[config.mk]
export PLATFORM = sky130hd
export DESIGN_NAME = bp_resolve_update
export DESIGN_NICKNAME = d
export VERILOG_FILES = /design/src/rtl/bp_resolve_update.sv
export SDC_FILE = /design/constraint.sdc
export NUM_CORES = 1
export LEC_CHECK = 0
export BUFFER_PORTS_ARGS = -buffer_cell sky130_fd_sc_hd__buf_2
export CAP_MARGIN = 10
export CORE_MARGIN = 5
export CORE_UTILIZATION = 43
export DETAILED_ROUTE_END_ITERATION = 16
export HOLD_SLACK_MARGIN = 0.06
export SETUP_SLACK_MARGIN = 0.15
export SYNTH_ARGS = -nofsm -noshare
export SYNTH_HDL_FRONTEND = slang
export SYNTH_SLANG_ARGS = --single-unit
[constraint.sdc]
create_clock -name clk_i -period 3.8 [get_ports clk_i]
set_input_delay 0.19 -clock clk_i [delete_from_list [all_inputs] [get_ports clk_i]]
set_output_delay 0.19 -clock clk_i [all_outputs]
set_load 0.03 [all_outputs]
[src/rtl/bp_resolve_update.sv]
// ============================================================================
// Module   : bp_resolve_update
// Purpose  : Back end of the two-level adaptive branch predictor. Buffers
//            in-flight prediction records from fetch, pops them in order as
//            execute resolves branches, and produces a registered write-back
//            (new local history + saturating 2-bit PHT counter) together with
//            a one-cycle mispredict pulse that discards all younger records.
// Ports    : clk_i, reset_n_i (async, active-low)
//            push_*     : prediction record in (valid/ready)
//            resolve_*  : resolution of the oldest record (valid/ready)
//            flush_i    : external pipeline flush, empties the FIFO
//            upd_*      : one-cycle table write-back, zero when upd_v_o = 0
//            mispredict_o, count_o (occupancy)
// Options  : BP_RESOLVE_STATS_EN adds stat_resolved_o / stat_mispred_o
//            (32-bit wrapping event counters).
// Revision : 1.0 - initial release
// ============================================================================
`default_nettype none

module bp_resolve_update #(
    parameter int DEPTH    = 8,
    parameter int PC_IDX_W = 3,
    parameter int HIST_W   = 3
) (
    input  logic                       clk_i,
    input  logic                       reset_n_i,
    input  logic                       push_v_i,
    output logic                       push_ready_o,
    input  logic [PC_IDX_W-1:0]        push_pc_idx_i,
    input  logic [HIST_W-1:0]          push_hist_i,
    input  logic [1:0]                 push_ctr_i,
    input  logic                       push_pred_i,
    input  logic                       resolve_v_i,
    output logic                       resolve_ready_o,
    input  logic                       resolve_taken_i,
    input  logic                       flush_i,
    output logic                       upd_v_o,
    output logic [PC_IDX_W-1:0]        upd_pc_idx_o,
    output logic [HIST_W-1:0]          upd_hist_o,
    output logic [HIST_W-1:0]          upd_pht_idx_o,
    output logic [1:0]                 upd_ctr_o,
    output logic                       mispredict_o,
    output logic [$clog2(DEPTH):0]     count_o
`ifdef BP_RESOLVE_STATS_EN
    ,
    output logic [31:0]                stat_resolved_o,
    output logic [31:0]                stat_mispred_o
`endif
);

    localparam int c_ADDR_W = $clog2(DEPTH);
    localparam int c_PTR_W  = c_ADDR_W + 1;
    localparam logic [c_PTR_W-1:0] c_PTR_ONE = c_PTR_W'(1);
    localparam logic [c_PTR_W-1:0] c_DEPTH   = c_PTR_W'(DEPTH);

    typedef enum logic [0:0] {
        S_RUN   = 1'b0,
        S_FLUSH = 1'b1
    } state_t;

    state_t r_state;
    state_t w_state_next;

    // Pointers carry one extra wrap bit so full and empty are distinguishable.
    logic [c_PTR_W-1:0]  r_wptr;
    logic [c_PTR_W-1:0]  r_rptr;
    logic [c_PTR_W-1:0]  w_count;
    logic                w_full;
    logic                w_empty;

    logic [PC_IDX_W-1:0] r_mem_pc   [DEPTH];
    logic [HIST_W-1:0]   r_mem_hist [DEPTH];
    logic [1:0]          r_mem_ctr  [DEPTH];
    logic                r_mem_pred [DEPTH];

    logic [PC_IDX_W-1:0] w_head_pc;
    logic [HIST_W-1:0]   w_head_hist;
    logic [1:0]          w_head_ctr;
    logic                w_head_pred;

    logic                w_push_ready;
    logic                w_resolve_ready;
    logic                w_push_fire;
    logic                w_resolve_fire;
    logic                w_mispred;
    logic [1:0]          w_ctr_next;

    logic                r_upd_v;
    logic [PC_IDX_W-1:0] r_upd_pc;
    logic [HIST_W-1:0]   r_upd_hist;
    logic [HIST_W-1:0]   r_upd_pht;
    logic [1:0]          r_upd_ctr;
    logic                r_mispred;

    assign w_count = r_wptr - r_rptr;
    assign w_full  = (w_count == c_DEPTH);
    assign w_empty = (r_wptr == r_rptr);

    assign w_head_pc   = r_mem_pc[r_rptr[c_ADDR_W-1:0]];
    assign w_head_hist = r_mem_hist[r_rptr[c_ADDR_W-1:0]];
    assign w_head_ctr  = r_mem_ctr[r_rptr[c_ADDR_W-1:0]];
    assign w_head_pred = r_mem_pred[r_rptr[c_ADDR_W-1:0]];

    // Saturating 2-bit counter step toward the resolved direction.
    always_comb begin
        w_ctr_next = w_head_ctr;
        if (resolve_taken_i) begin
            if (w_head_ctr != 2'd3) w_ctr_next = w_head_ctr + 2'd1;
        end else begin
            if (w_head_ctr != 2'd0) w_ctr_next = w_head_ctr - 2'd1;
        end
    end

    // Handshakes and next state. Readies are held low while reset is
    // asserted so nothing upstream sees an acceptance during reset.
    always_comb begin
        w_state_next    = r_state;
        w_push_ready    = 1'b0;
        w_resolve_ready = 1'b0;
        w_push_fire     = 1'b0;
        w_resolve_fire  = 1'b0;
        w_mispred       = 1'b0;
        case (r_state)
            S_RUN: begin
                w_push_ready    = reset_n_i & ~w_full  & ~flush_i;
                w_resolve_ready = reset_n_i & ~w_empty & ~flush_i;
                w_push_fire     = push_v_i & w_push_ready;
                w_resolve_fire  = resolve_v_i & w_resolve_ready;
                w_mispred       = w_resolve_fire & (resolve_taken_i != w_head_pred);
                if (w_mispred) w_state_next = S_FLUSH;
            end
            S_FLUSH: begin
                w_state_next = S_RUN;
            end
            default: begin
                w_state_next = S_RUN;
            end
        endcase
    end

    always_ff @(posedge clk_i or negedge reset_n_i) begin
        if (!reset_n_i) r_state <= S_RUN;
        else            r_state <= w_state_next;
    end

    // Record storage needs no reset: an entry is only read once written.
    always_ff @(posedge clk_i) begin
        if (w_push_fire) begin
            r_mem_pc[r_wptr[c_ADDR_W-1:0]]   <= push_pc_idx_i;
            r_mem_hist[r_wptr[c_ADDR_W-1:0]] <= push_hist_i;
            r_mem_ctr[r_wptr[c_ADDR_W-1:0]]  <= push_ctr_i;
            r_mem_pred[r_wptr[c_ADDR_W-1:0]] <= push_pred_i;
        end
    end

    // A mispredict or flush empties the FIFO, which also drops any push
    // accepted in the same cycle.
    always_ff @(posedge clk_i or negedge reset_n_i) begin
        if (!reset_n_i) begin
            r_wptr <= '0;
            r_rptr <= '0;
        end else if (w_mispred || flush_i) begin
            r_wptr <= '0;
            r_rptr <= '0;
        end else begin
            if (w_push_fire)    r_wptr <= r_wptr + c_PTR_ONE;
            if (w_resolve_fire) r_rptr <= r_rptr + c_PTR_ONE;
        end
    end

    always_ff @(posedge clk_i or negedge reset_n_i) begin
        if (!reset_n_i) begin
            r_upd_v    <= 1'b0;
            r_upd_pc   <= '0;
            r_upd_hist <= '0;
            r_upd_pht  <= '0;
            r_upd_ctr  <= '0;
            r_mispred  <= 1'b0;
        end else if (w_resolve_fire) begin
            r_upd_v    <= 1'b1;
            r_upd_pc   <= w_head_pc;
            r_upd_hist <= {w_head_hist[HIST_W-2:0], resolve_taken_i};
            r_upd_pht  <= w_head_hist;
            r_upd_ctr  <= w_ctr_next;
            r_mispred  <= w_mispred;
        end else begin
            r_upd_v    <= 1'b0;
            r_upd_pc   <= '0;
            r_upd_hist <= '0;
            r_upd_pht  <= '0;
            r_upd_ctr  <= '0;
            r_mispred  <= 1'b0;
        end
    end

`ifdef BP_RESOLVE_STATS_EN
    logic [31:0] r_stat_resolved;
    logic [31:0] r_stat_mispred;

    always_ff @(posedge clk_i or negedge reset_n_i) begin
        if (!reset_n_i) begin
            r_stat_resolved <= '0;
            r_stat_mispred  <= '0;
        end else begin
            if (w_resolve_fire) r_stat_resolved <= r_stat_resolved + 32'd1;
            if (w_mispred)      r_stat_mispred  <= r_stat_mispred + 32'd1;
        end
    end

    assign stat_resolved_o = r_stat_resolved;
    assign stat_mispred_o  = r_stat_mispred;
`endif

    assign push_ready_o    = w_push_ready;
    assign resolve_ready_o = w_resolve_ready;
    assign upd_v_o         = r_upd_v;
    assign upd_pc_idx_o    = r_upd_pc;
    assign upd_hist_o      = r_upd_hist;
    assign upd_pht_idx_o   = r_upd_pht;
    assign upd_ctr_o       = r_upd_ctr;
    assign mispredict_o    = r_mispred;
    assign count_o         = w_count;

endmodule

`default_nettype wire

==> results.py <==
metrics = {
    "status": {
        "status": "complete, no violations",
    },
    "setup_path": {
        "reg2reg_depth": 9,
        "worstPathMaxFanout": 9,
        "max_stage_delay_ns": 0.49,
        "reg2reg_slack_ns": 0.92,
        "required_ns": 3.80,
        "rr_startpoint": "r_wptr[0]$_DFFE_PN0P_",
        "cp_cell_sequence": "inv_1, ha_1, inv_1, fa_1, xor2_1, nor3_2, a31o_1, nor2_1, and3_1",
        "critPathTopFamily": "simple AND/OR/NAND/NOR gates",
        "worst_path_most_repeated_cell": "inv_1",
        "regToRegEndpoint": "r_mem_pc[3][0]$_DFFE_PP_",
        "critPathLaunchType": "flip-flop",
        "cp_slowest_cell": "and3_1",
        "path_buf_inv": 2,
        "path_class": "reg -> reg",
        "cp-startpoint": "r_wptr[0]$_DFFE_PN0P_",
        "critPathCaptureType": "flip-flop",
        "critical_path_arrival_ns": 2.87,
    },
    "clock_network": {
        "tritoncts": "built",
        "cts_buffers": 9,
        "numClockSinks": 92,
        "post_cts_buffers": 0,
        "clock_path_buffers": 2,
        "cts-resized-gates": 0,
        "clock_latency_ns": 0.35,
        "path_clk_slew_ns": 0.09,
        "cts_root_buf": "clkbuf_8",
        "cts_max_level": 3,
    },
    "route": {
        "drt_first_iter_violations": 89,
        "wire_per_inst_um": 19.26,
        "dr.pass1.iters": 4,
        "viasPerCell": 5.177,
        "ant_nets": 0,
        "drc_errors": 0,
        "vias": 1993,
        "wl_um": 7415,
    },
    "timing": {
        "finalSetupViolations": 0,
        "finalHoldViolCount": 0,
        "skew_ns": 0.01055,
        "post-route-min-period_ns": 2.876,
        "final.setup.tns_ns": 0,
        "fin_ws_ns": 0.9241,
        "relSlewSlack_pct": 47.77,
        "worst_pin_slew_ns": 0.7800,
        "holdWs_ns": 0.1000,
        "min_period_over_period_pct": 75.68,
        "rsz0062_at_grt": "no",
        "slew_viol_final": 0,
        "fmaxAchievable_mhz": 347.7,
    },
    "floorplanning": {
        "dieHeight_um": 103.9,
        "dieArea_mm2": 0.01079,
        "initial_core_util_pct": 43.89,
        "die_w_um": 103.9,
        "rows": 34,
        "core_area_mm2": 0.008636,
        "pin_count": 34,
    },
    "min_path": {
        "worstHoldStart": "push_hist_i[0]",
        "hp-class": "in -> reg",
        "hold_end": "r_mem_hist[3][0]$_DFFE_PP_",
        "hold_path_depth": 1,
    },
    "placed_design": {
        "dp_slack_ns": 0.9332,
        "place.gp.congestion": 0.7526,
        "portBuffers": 33,
        "dp_hpwl_um": 4719,
        "placed_cell_area_mm2": 0.004101,
    },
    "power": {
        "peakVddDrop_uv": 267.7,
        "power_uw": 1874,
        "p_per_area_mw_per_mm2": 433.1,
        "seqPwrFrac_pct": 58.4,
        "p_int_uw": 1487,
        "leakage_uw": 0.001603,
        "pwr-share-comb_pct": 3.6,
        "netSwitchingFraction_pct": 20.62,
        "p_sw_uw": 386.4,
        "clockPowerShare_pct": 38.0,
    },
    "yosys": {
        "synth_edf_count": 72,
        "synthArstFlopShare_pct": 21.74,
        "synth_common_cells": "edfxtp_1 (72), nand2_1 (21), dfrtp_1 (20)",
        "ys_seq_elements": 92,
        "synth_flop_cell": "edfxtp_1",
        "ys_types": 46,
        "ys_warn_count": 0,
        "synth_area_mm2": 0.003790,
        "yosysTopAreaCell": "edfxtp_1",
        "synth_top_area_share_pct": 57.05,
        "syn-num-nets": 252,
        "synth.most_common_cell": "edfxtp_1",
        "synth.top_cells.by_area": "edfxtp_1 (57%), dfrtp_1 (13%), mux4_2 (9.5%)",
        "ys_seq_area_share_pct": 70.25,
        "avgSynthCellArea_um2": 16.41,
        "synth_cells": 231,
    },
    "global_routing": {
        "antenna_found_initial": 0,
        "grt_max_degree": 26,
        "grt_pass1_vias": 2140,
        "track_usage_pct": 14.62,
        "grt_pass1_wl_um": 12120,
        "grt_overflow": 0,
    },
    "final_layout": {
        "n_antenna_cell": 0,
        "design_area_mm2": 0.004327,
        "nets": 293,
        "drive_gt1_share_pct": 29.96,
        "area_growth_pct": 14.16,
    },
    "job": {
        "max_cap_viol_count": 0,
    },
}
## state kept, by name (all words and copies together) (netlist names)
name	count
upd_pht_idx_o	3
r_wptr	4
upd_v_o	1
r_mem_hist	24
r_rptr	4
mispredict_o	1
r_mem_ctr	16
r_mem_pc	24
upd_pc_idx_o	3
upd_hist_o	1
r_state	1
upd_ctr_o	2
r_mem_pred	8
## what timing repair did
| item | CTS | global route |
|---|---|---|
| hold endpoints to repair | 20 | 0 |
| hold buffers | 1 | 0 |
| setup endpoints to repair | 0 | 0 |
## worst max-delay path by stage
stage / end / slack [ns] / cells after the start
2_1_floorplan: r_mem_ctr[0][0]$_DFFE_PP_ / 0.26 / 10
3_3_place_gp: r_mem_pc[3][0]$_DFFE_PP_ / 1.02 / 9
3_5_place_dp: r_mem_hist[3][1]$_DFFE_PP_ / 0.93 / 9
4_1_cts: r_mem_pc[3][0]$_DFFE_PP_ / 0.91 / 9
5_1_grt: r_mem_ctr[2][1]$_DFFE_PP_ / 0.69 / 9
6_report: r_mem_pc[3][0]$_DFFE_PP_ / 0.92 / 9
## layout make-up
class	instances	area, um^2
clock buffers	11	131.4
clock inverters	5	83.83
fillers	724	4309
inverters	8	30.03
multi-input cells	117	1033
flip-flops and latches	92	2663
well taps	108	135.1
repair buffers	44	250.2
## through the flow
stage | util, % | instances
finish | 50.10 | 385
global route | 50.10 | 385
CTS | 50.10 | 385
detailed placement | 47.49 | 368
global placement | 47.49 | 368
floorplan | - | 231
## cells in the final DEF, fill, tap and decap left out, types with 2 or more instances in the layout
| master | n |
|---|---|
| a21oi_1 | 12 |
| a31oi_1 | 2 |
| and2_1 | 2 |
| and3_1 | 3 |
| buf_2 | 33 |
| buf_4 | 10 |
| bufinv_16 | 2 |
| clkbuf_1 | 2 |
| clkbuf_8 | 9 |
| clkinvlp_4 | 2 |
| dfrtp_1 | 20 |
| edfxtp_1 | 72 |
| ha_1 | 5 |
| inv_1 | 7 |
| mux2i_1 | 7 |
| mux4_2 | 16 |
| nand2_1 | 21 |
| nand3_1 | 5 |
| nand4_1 | 3 |
| nor2_1 | 7 |
| nor3_1 | 4 |
| nor4_2 | 2 |
| o211ai_1 | 2 |
| o21ai_0 | 2 |
| or3_1 | 2 |
## power groups by stage
| stage | sequential, uW | combinational (uW) | clock (uW) |
|---|---|---|---|
| 6_report | 1090 | 67.3 | 712 |
| 3_3_place_gp | 1120 | 66.8 | 0 |
| 5_1_grt | 1100 | 75.7 | 774 |
| 4_1_cts | 1090 | 68.7 | 736 |
| 2_1_floorplan | 1120 | 35.8 | 0 |
| 3_5_place_dp | 1120 | 67.6 | 0 |
## kinds of logic (layout without fill, tap and decap cells)
family,count (synthesis),in the layout,synth area share [%]
XOR/XNOR,3,3,0.8916
multiplexers,23,23,11.36
buffers and inverters,22,68,2.806
AO/OA/AOI/OAI,28,28,4.721
flip-flops,92,92,70.25
AND/OR/NAND/NOR,56,56,7.528
adder cells (fa/ha/maj),7,7,2.443
## per-layer routing
metal | part of all wire (%) | vias to the layer above | global-route usage, %
met2 | 49 | 42 | 23.18
met3 | 4.5 | 10 | 4.345
met5 | 0 | - | 0
met1 | 45 | 978 | 19.66
li1 | - | 963 | -
met4 | 1.3 | 0 | 4.163
Power figures use the tool's default switching activity.
